### config.mk
export PLATFORM = sky130hd
export DESIGN_NAME = mem_port_arbiter
export DESIGN_NICKNAME = d
export VERILOG_FILES = /design/src/rtl/mem_port_arbiter.sv
export SDC_FILE = /design/constraint.sdc
export NUM_CORES = 1
export LEC_CHECK = 0
export ABC_AREA = 1
export CELL_PAD_IN_SITES_DETAIL_PLACEMENT = 0
export CELL_PAD_IN_SITES_GLOBAL_PLACEMENT = 1
export CORE_ASPECT_RATIO = 1.1
export CORE_MARGIN = 2
export CORE_UTILIZATION = 25
export CTS_CLUSTER_DIAMETER = 120
export DETAILED_ROUTE_END_ITERATION = 6
export PLACE_DENSITY_LB_ADDON = 0.1
export SLEW_MARGIN = 0
export SYNTH_ARGS = -nofsm -noshare
export SYNTH_HDL_FRONTEND = slang
export SYNTH_SLANG_ARGS = --single-unit
### constraint.sdc
create_clock -name clk -period 1.5 [get_ports clk]
set_input_delay 0.15 -clock clk [delete_from_list [all_inputs] [get_ports clk]]
set_output_delay 0.15 -clock clk [all_outputs]
set_load 0.02 [all_outputs]
### src/rtl/mem_port_arbiter.sv
// -----------------------------------------------------------------------------
// mem_port_arbiter
//
// Shares one single-ported, fixed-latency unified memory between instruction
// fetch (IF) and data access (MEM). A data access wins over a fetch in the same
// cycle because it belongs to the older instruction. Each access holds address,
// write data and strobe stable for MEM_LATENCY cycles. The read data is sampled
// on the last of those cycles into the inst / data_in holding registers.
//
// While any request of the current pipeline step is still unserved, stall is
// high. It freezes the PC and all pipeline registers, so the requests stay
// asserted. The done flags make sure each request is issued only once per
// pipeline step.
//
// Ports
//   clk, rst                 rising-edge clock, synchronous active-high reset
//   if_req, inst_adr         fetch request and PC
//   inst                     fetched instruction (registered)
//   mem_read, mem_write      MEM-stage load / store request
//   data_adr, data_out       load/store address, store data
//   data_in                  load data (registered)
//   stall                    freeze PC and pipeline registers this cycle
//   m_adr, m_wdata           memory address / write data (registered)
//   m_re, m_we               memory read / write strobes (registered)
//   m_rdata                  memory read data, valid on last access cycle
// -----------------------------------------------------------------------------
module mem_port_arbiter #(
    parameter int MEM_LATENCY = 2,   // cycles per access, 1..15
    parameter int CNT_W       = 4    // latency counter width
) (
    input  logic        clk,
    input  logic        rst,
    input  logic        if_req,
    input  logic [31:0] inst_adr,
    output logic [31:0] inst,
    input  logic        mem_read,
    input  logic        mem_write,
    input  logic [31:0] data_adr,
    input  logic [31:0] data_out,
    output logic [31:0] data_in,
    output logic        stall,
    output logic [31:0] m_adr,
    output logic [31:0] m_wdata,
    output logic        m_re,
    output logic        m_we,
    input  logic [31:0] m_rdata
);

    typedef enum logic [1:0] {
        IDLE,
        BUSY_D,
        BUSY_I
    } state_t;

    localparam logic [CNT_W-1:0] CNT_LOAD = CNT_W'(MEM_LATENCY - 1);

    state_t           state;
    logic [CNT_W-1:0] cnt;
    logic             d_done;
    logic             i_done;
    logic             d_pend;
    logic             i_pend;

    // A request is pending until its access has completed in this pipeline step.
    assign d_pend = (mem_read | mem_write) & ~d_done;
    assign i_pend = if_req & ~i_done;
    assign stall  = d_pend | i_pend;

    // NOTE: all state below is sequential and uses non-blocking assignments
    // only, so every branch reads the pre-edge values of state, cnt and flags.
    always_ff @(posedge clk) begin
        if (rst) begin
            state   <= IDLE;
            cnt     <= '0;
            d_done  <= 1'b0;
            i_done  <= 1'b0;
            inst    <= '0;
            data_in <= '0;
            m_re    <= 1'b0;
            m_we    <= 1'b0;
            m_adr   <= '0;
            m_wdata <= '0;
        end else begin
            // The pipeline advances on every unstalled edge. The next step's
            // requests must then be served afresh.
            if (!stall) begin
                d_done <= 1'b0;
                i_done <= 1'b0;
            end

            case (state)
                IDLE: begin
                    cnt <= CNT_LOAD;
                    if (d_pend) begin
                        state   <= BUSY_D;
                        m_adr   <= data_adr;
                        m_wdata <= data_out;
                        // Read and write together is illegal; the write wins.
                        m_we    <= mem_write;
                        m_re    <= mem_read & ~mem_write;
                    end else if (i_pend) begin
                        state <= BUSY_I;
                        m_adr <= inst_adr;
                        m_re  <= 1'b1;
                        m_we  <= 1'b0;
                    end
                end

                BUSY_D: begin
                    if (cnt == '0) begin
                        // m_re still reflects the granted access type.
                        if (m_re) begin
                            data_in <= m_rdata;
                        end
                        d_done <= 1'b1;
                        state  <= IDLE;
                        m_re   <= 1'b0;
                        m_we   <= 1'b0;
                    end else begin
                        cnt <= cnt - 1'b1;
                    end
                end

                BUSY_I: begin
                    if (cnt == '0) begin
                        inst   <= m_rdata;
                        i_done <= 1'b1;
                        state  <= IDLE;
                        m_re   <= 1'b0;
                    end else begin
                        cnt <= cnt - 1'b1;
                    end
                end

                default: begin
                    state <= IDLE;
                    m_re  <= 1'b0;
                    m_we  <= 1'b0;
                end
            endcase
        end
    end

endmodule

======== Word level (Yosys, flattened, before mapping) ========
Cells that the tools add are included.
word-level totals
  memories ................................ 0
  word-level logic and storage cells ...... 59
  ROM bits ................................ 0
  RAM bits ................................ 0
  latch bits .............................. 0
  output and inout port bits .............. 131
  bits in registers ....................... 138
cells by class
  div/mod/pow operators ................... 0
  reduce and logical (&&, ||, !) cells .... 12
  multipliers ............................. 0
  multiplexer cells ....................... 21
  add/sub/neg operators ................... 1
  bitwise operators ....................... 9
  equality and inequality tests ........... 6
  shift operators ......................... 0
  order comparisons ....................... 0
operator list
  cell                   number
  $mux W32               2
  $mux W1                11
  $reduce_and A2 Y1      5
  $pmux W4 S2            1
  $mux W2                3
  $reduce_and A3 Y1      2
  $logic_not A4 Y1       1
  $mux W4                1
  $ne A2 B2 Y1 const B   2
  $not A1 Y1             4
  $pmux W2 S2            1
  $reduce_bool A2 Y1     2
  $sub A4 B1 Y4 const B  1
  $and A1 B1 Y1          3
  $ne A3 B3 Y1 const B   1
  $pmux W1 S3            1
  $eq A2 B1 Y1 const B   1
  $eq A2 B2 Y1 const B   1
  $logic_not A2 Y1       1
  $ne A2 B1 Y1 const B   1
  $or A1 B1 Y1           2
  $pmux W1 S2            1
  $reduce_or A2 Y1       1

======== Depth between registers and ports, before layout ========
Gate-level depths: netlist of run 1.
  word-level depth ........................ 6
  depth in mapped cells ................... 9
  mapped depth without buffers ............ 8

======== Worst setup path before layout of run 1 ========
No wires, ideal clock.
  kind .................................... reg2reg
  start ................................... register cnt[0]
  end ..................................... register inst[10]
  data required time ...................... 1.430 ns
  stages on the path, launching flop included .. 9
  path slack .............................. 0.092 ns
  arrival ................................. 1.338 ns
  cells stage by stage .................... dfxtp_1 inv_1 ha_1 nand2_1 inv_2 nand2_1 clkbuf_1 nand2_1 a21oi_1
between the ends
  cells in the longest elaborated chain, start to end .. 2
ends and longest elaborated chain
  what                                RTL line  source
  start, declared                     58        logic [CNT_W-1:0] cnt;
  start signal, assigned              120       cnt <= cnt - 1'b1;
  start signal, assigned              131       cnt <= cnt - 1'b1;
  $logic_not A4 Y1                    125       if (cnt == '0) begin
  $reduce_and A2 Y1 (no source line)  -
  end signal, assigned                126       inst <= m_rdata;
  end, declared                       35        output logic [31:0] inst,
Every way passes these cells.
A chain may end at the register's enable or synchronous reset.

======== Worst setup path in the final report of run 1 ========
  start ................................... register d_done
  end ..................................... output stall
between the ends
  cells in the longest elaborated chain, start to end .. 3
ends and longest elaborated chain
  what                    RTL line  source
  start, declared         59        logic d_done;
  start signal, assigned  75        d_done <= 1'b0;
  start signal, assigned  87        d_done <= 1'b0;
  start signal, assigned  115       d_done <= 1'b1;
  $not A1 Y1              65        assign d_pend = (mem_read | mem_write) & ~d_done;
  $and A1 B1 Y1           65
  $or A1 B1 Y1            67        assign stall = d_pend | i_pend;
  end, declared           41        output logic stall,
Every way passes these cells.

==> results of run 1 <==
how the worst min path moves through the flow:
stage | endpoint | slack (ns) | cells after the start
floorplan | m_wdata[0]$_SDFFE_PP0P_ | 0.28 | 2
global placement | inst[15]$_SDFFE_PP0P_ | 0.45 | 2
detailed placement | inst[12]$_SDFFE_PP0P_ | 0.45 | 2
CTS | data_in[8]$_SDFFE_PP0P_ | 0.06 | 2
global route | data_in[9]$_SDFFE_PP0P_ | 0.08 | 2
finish | data_in[4]$_SDFFE_PP0P_ | 0.07 | 2
worst reg2reg max path, delay by kind of cell (launching register included):
kind / cells / cell delay, ns
adder cells (fa/ha/maj): 1 / 0.13
flip-flops: 1 / 0.32
AND/OR/NAND/NOR: 3 / 0.24
buffers and inverters: 4 / 0.54
AO/OA/AOI/OAI: 1 / 0.10
layout make-up:
| cell class | instances | area, µm² | share of cell area [%] |
|---|---|---|---|
| repair buffers | 299 | 2910 | 32.0 |
| flip-flops and latches | 138 | 2760 | 30.4 |
| multi-input cells | 539 | 2360 | 26.0 |
| clock buffers | 19 | 443 | 4.87 |
| well taps | 290 | 363 | 3.99 |
| clock inverters | 13 | 184 | 2.02 |
| inverters | 17 | 68.8 | 0.757 |
kinds of logic (layout without fill, tap and decap cells):
logic type                 Yosys count  after routing  share of synthesized area, %
AOI/OAI and AO/OA                  143            143                          13.7
buffers and inverters               65            348                          4.96
DFF                                138            138                          51.7
and+or+nand+nor                    392            392                          28.7
adders and majority gates            4              4                         0.937
Yosys cell counts:
cell	instances
o21ai_0	35
nand3_2	1
buf_2	17
nand2_1	275
a21oi_1	106
nor2_1	73
clkinv_1	1
nor2_2	1
clkbuf_1	31
o21a_1	1
inv_2	2
inv_1	14
nand2_2	1
nand3_1	40
o21ai_4	1
ha_1	4
nand4_1	1
dfxtp_1	138
sequential cells by signal, summed over array words and instances, names as in the netlist:
| name | cells |
|---|---|
| m_adr | 32 |
| data_in | 32 |
| m_we | 1 |
| cnt | 4 |
| d_done | 1 |
| state | 2 |
| m_wdata | 32 |
| m_re | 1 |
| inst | 32 |
| i_done | 1 |
metrics by stage:
| stage | setup WS [ns] | hold slack (ns) |
|---|---|---|
| 5_1_grt | -0.0116 | 0.0776 |
| 3_3_place_gp | -0.140 | 0.448 |
| 4_1_cts | -0.0182 | 0.0646 |
| 6_report | 0.108 | 0.0742 |
| 2_1_floorplan | 0.0918 | 0.285 |
| 3_5_place_dp | -0.134 | 0.450 |
power by group:
part | switching (mW) | internal [mW]
clock | 1.77 | 2.72
sequential | 0.451 | 4.67
combinational | 4.73 | 3.00
total | 6.95 | 10.4
metal layers:
metal  routed length (µm)  vias to the layer above  track usage, %
met4                  310                        0            5.23
met2                 8810                      158            26.2
met3                 1300                       17            5.26
li1                     -                     2927               -
met5                    0                        -               0
met1                 8400                     2519            21.1
timing repair:
action | 4_1_cts | 5_1_grt
gates resized for setup | 138 | 14
hold buffers | 0 | 0
gates cloned | 1 | 1
endpoints found under the setup margin | 132 | 123
buffers inserted | 0 | 3
pin swaps | 0 | 1
==> impl_metrics.yaml, run 1 <==
clocking:
  root_buffer: "clkbuf_16"
  ctsLongestPathBuffers: 2
  cts_tree: "built"
  clock_latency_ns: 0.42
  clock-sinks: 138
  clkTransAtPathRegs_ns: 0.07
  numCtsBuffers: 17
  h-tree-depth: 4
grt:
  antenna_found_initial: 0
  grt.overflow.total: 0
  grt.total_usage_pct: 16.4
  grt_pass1_wl_um: 29100
  grt_max_degree: 62
  grt_pass1_vias: 5411
sta:
  min_period_ns: 1.39
  final_max_slew_viol_count: 0
  tightest_slew_ns: 0.333
  tns_ns: 0
  slew_headroom_pct: 77.8
  setup_violations: 0
  hold_violations: 0
  fin_skew_ns: 0.0124
  fin_crit_sh_pct: 92.8
  rsz0062_at_grt: "true"
  fmax_mhz: 718
drt:
  dr.pass1.iters: 4
  vias_per_cell: 4.27
  drc: 0
  drt_iter0_markers: 221
  vias: 5621
  postRouteAntennaNets: 0
  routedWlPerCell_um: 14.3
  finalWirelength_um: 18800
synth:
  avgSynthCellArea_um2: 7.20
  synth_top_area_share_pct: 51.7
  yosys-top-cells-area: "dfxtp_1, nand2_1, a21oi_1, nor2_1, nand3_1"
  ys_ff_latch: 138
  ys.warnings.count: 0
  syn_inst: 742
  synthesis.nets: 879
  syn_area_um2: 5340
  synth_area_leader_cell: "dfxtp_1"
  synth_sequential_area_ratio_pct: 51.7
  synth.distinct_cells: 18
die:
  die_h_um: 157
  ios: 264
  core_region_area_um2: 21200
  die_area_um2: 22600
  core.rowCount: 56
  die_w_um: 143
  initial_core_util_pct: 25.2
placed_design:
  dp_cells: 1278
  dp_hpwl_um: 12600
  io_buffers: 263
  dpl_cell_area_um2: 8500
  gp_congestion: 0.736
run:
  drv_cap: 0
pwr:
  power_leakage_nw: 4.12
  vdd_drop_max_mv: 0.870
  finalPower_mw: 17.3
  powerDensity_nw_per_um2: 1910
critical_path:
  timing.rr.start: "cnt[0]$_SDFFE_PP0P_"
  path_cells: "inv_2, o21ai_4, nand2_2, clkdlybuf4s15_2"
  timing.critical_path.required_ns: 1.35
  crit_slowest_cell: "dfxtp_1"
  worst-path-stages: 4
  crit_start: "d_done$_SDFF_PP0_"
  critical_path_class: "register to primary output"
  cp-endpoint: "stall"
  crit_fanout: 3
  cp.arrival_ns: 1.24
  crit_family: "buffers and inverters"
  r2r_cells: 9
  path_buf_inv: 2
  end_kind: "primary output"
  cpPeakStageDelay_ns: 0.32
  startpoint_type: "register"
  worst-r2r-setup-slack_ns: 0.11
  r2r-end: "data_in[12]$_SDFFE_PP0P_"
hold_path:
  min_path_type: "primary input to register"
  min_from: "rst"
layout:
  drive_gt1_share_pct: 8.68
  syn_to_final_growth_pct: 70.2
  stdcell_count: 1315
  utilization_pct: 43.0
  design_area_um2: 9090
  antenna_cells: 0
  final_common_cell: "nand2_1"
  fill_cells: 2248
  num-nets-final: 1149
  final_cell_mix: "nand2_1, dfxtp_1, clkdlybuf4s50_1"
status:
  status: "completed"
Note: power is estimated with default switching activity, not from simulation.
==> inputs of run 2 (changes only) <==
GPL_TIMING_DRIVEN = 0   (was unset)
==> run 2 against run 1 <==
Core utilization rose by 0.69 points. Register-to-register slack got worse by 0.099 ns. Critical path depth is 4 higher. Global-route usage rose by 0.48 points. Sequential power about the same. Clock power barely moved. Critical endpoint is now m_wdata[9]$_SDFFE_PP0P_. Largest cell class unchanged.
==> impl_metrics.yaml, run 2 (same netlist as run 1, synthesis figures left out) <==
status:
  status: "completed"
drt:
  routedWlPerCell_um: 14.2
  drc: 0
  drt_iter0_markers: 196
  vias: 5702
  postRouteAntennaNets: 0
  finalWirelength_um: 19100
  dr.pass1.iters: 4
  vias_per_cell: 4.25
sta:
  fin_skew_ns: 0.0113
  rsz0062_at_grt: "true"
  slew_headroom_pct: 64.9
  holdWs_ns: 0.309
  tightest_slew_ns: 0.526
  hold_violations: 0
  fmax_mhz: 671
  setup_violations: 0
  tns_ns: 0
  fin_crit_sh_pct: 99.4
  min_period_ns: 1.49
  final_max_slew_viol_count: 0
critical_path:
  path_buf_inv: 4
  timing.rr.start: "state[0]$_SDFFE_PP0P_"
  path_cells: "inv_2, ha_4, clkinvlp_4, nor2_4, buf_6, clkbuf_16, o21ai_1, nor2_1"
  critical_path_class: "register to register"
  startpoint_type: "register"
  r2r-end: "m_wdata[9]$_SDFFE_PP0P_"
  crit_fanout: 6
  crit_family: "buffers and inverters"
  end_kind: "register"
  crit_slowest_cell: "dfxtp_2"
  worst-r2r-setup-slack_ns: 0.009
  cp.arrival_ns: 1.85
  cpPeakStageDelay_ns: 0.33
  r2r_cells: 8
  timing.critical_path.required_ns: 1.86
  crit_start: "state[0]$_SDFFE_PP0P_"
clocking:
  numCtsBuffers: 17
  clock-sinks: 138
  ctsLongestPathBuffers: 2
  root_buffer: "clkbuf_16"
  clkTransAtPathRegs_ns: 0.06
  clock_latency_ns: 0.42
  cts_tree: "built"
  h-tree-depth: 4
  postCtsHoldBufs: 0
pwr:
  powerDensity_nw_per_um2: 1940
  vdd_drop_max_mv: 0.882
  finalPower_mw: 17.9
  power_leakage_nw: 4.18
placed_design:
  gp_congestion: 0.731
  dp_hpwl_um: 14000
  dpl_cell_area_um2: 8340
  io_buffers: 263
grt:
  grt_max_degree: 17
  grt.overflow.total: 0
  grt_pass1_wl_um: 29800
  grt_pass1_vias: 5625
  grt.total_usage_pct: 16.9
  antenna_found_initial: 0
die:
  initial_core_util_pct: 25.2
  die_w_um: 143
  core.rowCount: 56
  ios: 264
  die_area_um2: 22600
  die_h_um: 157
  core_region_area_um2: 21200
layout:
  drive_gt1_share_pct: 12.5
  fill_cells: 2251
  num-nets-final: 1177
  utilization_pct: 43.7
  final_cell_mix: "nand2_1, dfxtp_1, clkdlybuf4s50_1"
  design_area_um2: 9240
  syn_to_final_growth_pct: 73.0
  final_common_cell: "nand2_1"
  antenna_cells: 0
run:
  drv_cap: 0
hold_path:
  min_path_cells: 3
  min_path_type: "primary input to register"
  min_from: "data_out[7]"
  whs_endpoint: "m_wdata[7]$_SDFFE_PP0P_"
## run 2: cell count changes in the layout (fill, tap and decap cells not counted), moves of 4 or more
cell      before  now
o21ai_1        0    4
o21ai_2        0    6
nor2_2         1   11
clkbuf_1       1    7
buf_6          1    9
clkbuf_4       0    4
buf_12        10    0
o21ai_0       35   25
nor2_1        72   61
clkbuf_2       0   14
buf_8          0    5
## run 2: cell type report
cell class	count	area (µm²)	area share (%)
buffer	47	347	3.75
clock buffer	17	425	4.60
clock inverter	14	198	2.14
inverter	17	80.1	0.867
multi-input combinational	539	2430	26.4
sequential	138	2770	29.9
tap	290	363	3.93
timing repair buffer	280	2630	28.4
## run 2: worst register-to-register path, stage by stage (launching register included)
cell and delay [ns]:
dfxtp_2 0.33, inv_2 0.08, ha_4 0.18, clkinvlp_4 0.14
nor2_4 0.24, buf_6 0.16, clkbuf_16 0.14, o21ai_1 0.06
nor2_1 0.11
## run 2: report_power, final
group / internal (mW) / switching (mW) / total, mW
registers: 4.68 / 0.476 / 5.15
clock network: 2.79 / 1.67 / 4.46
logic: 3.33 / 4.94 / 8.27
## run 2: worst max-delay path by stage
stage	to	slack [ns]	cells after the start
5_1_grt	m_wdata[6]$_SDFFE_PP0P_	-0.12	8
4_1_cts	stall	-0.02	4
3_5_place_dp	inst[31]$_SDFFE_PP0P_	-0.50	4
3_3_place_gp	inst[14]$_SDFFE_PP0P_	-0.52	4
6_report	m_wdata[9]$_SDFFE_PP0P_	0.009	8
2_1_floorplan	inst[10]$_SDFFE_PP0P_	0.09	8
## run 2: metrics by stage
stage,instances,setup WS [ns]
after CTS,1331,-0.0219
after global routing,1342,-0.124
after detailed placement,1295,-0.499
after floorplan,742,0.0918
final,1342,0.00915
after global placement,1295,-0.520
## run 2: repair_timing
action	CTS	global route
endpoints found under the setup margin	260	130
gates cloned	0	3
endpoints found under the hold margin	0	0
gates resized for setup	186	90
pin swaps	2	11
buffers inserted	6	8
## run 2: metal layers
layer | vias up | routed length [µm] | part of all wire, % | global-route usage (%)
met2 | 161 | 8920 | 47 | 27.4
met4 | 0 | 346 | 1.8 | 6.44
met5 | - | 0 | 0 | 0
met3 | 19 | 1310 | 6.9 | 5.48
li1 | 2984 | - | - | -
met1 | 2538 | 8530 | 45 | 20.8
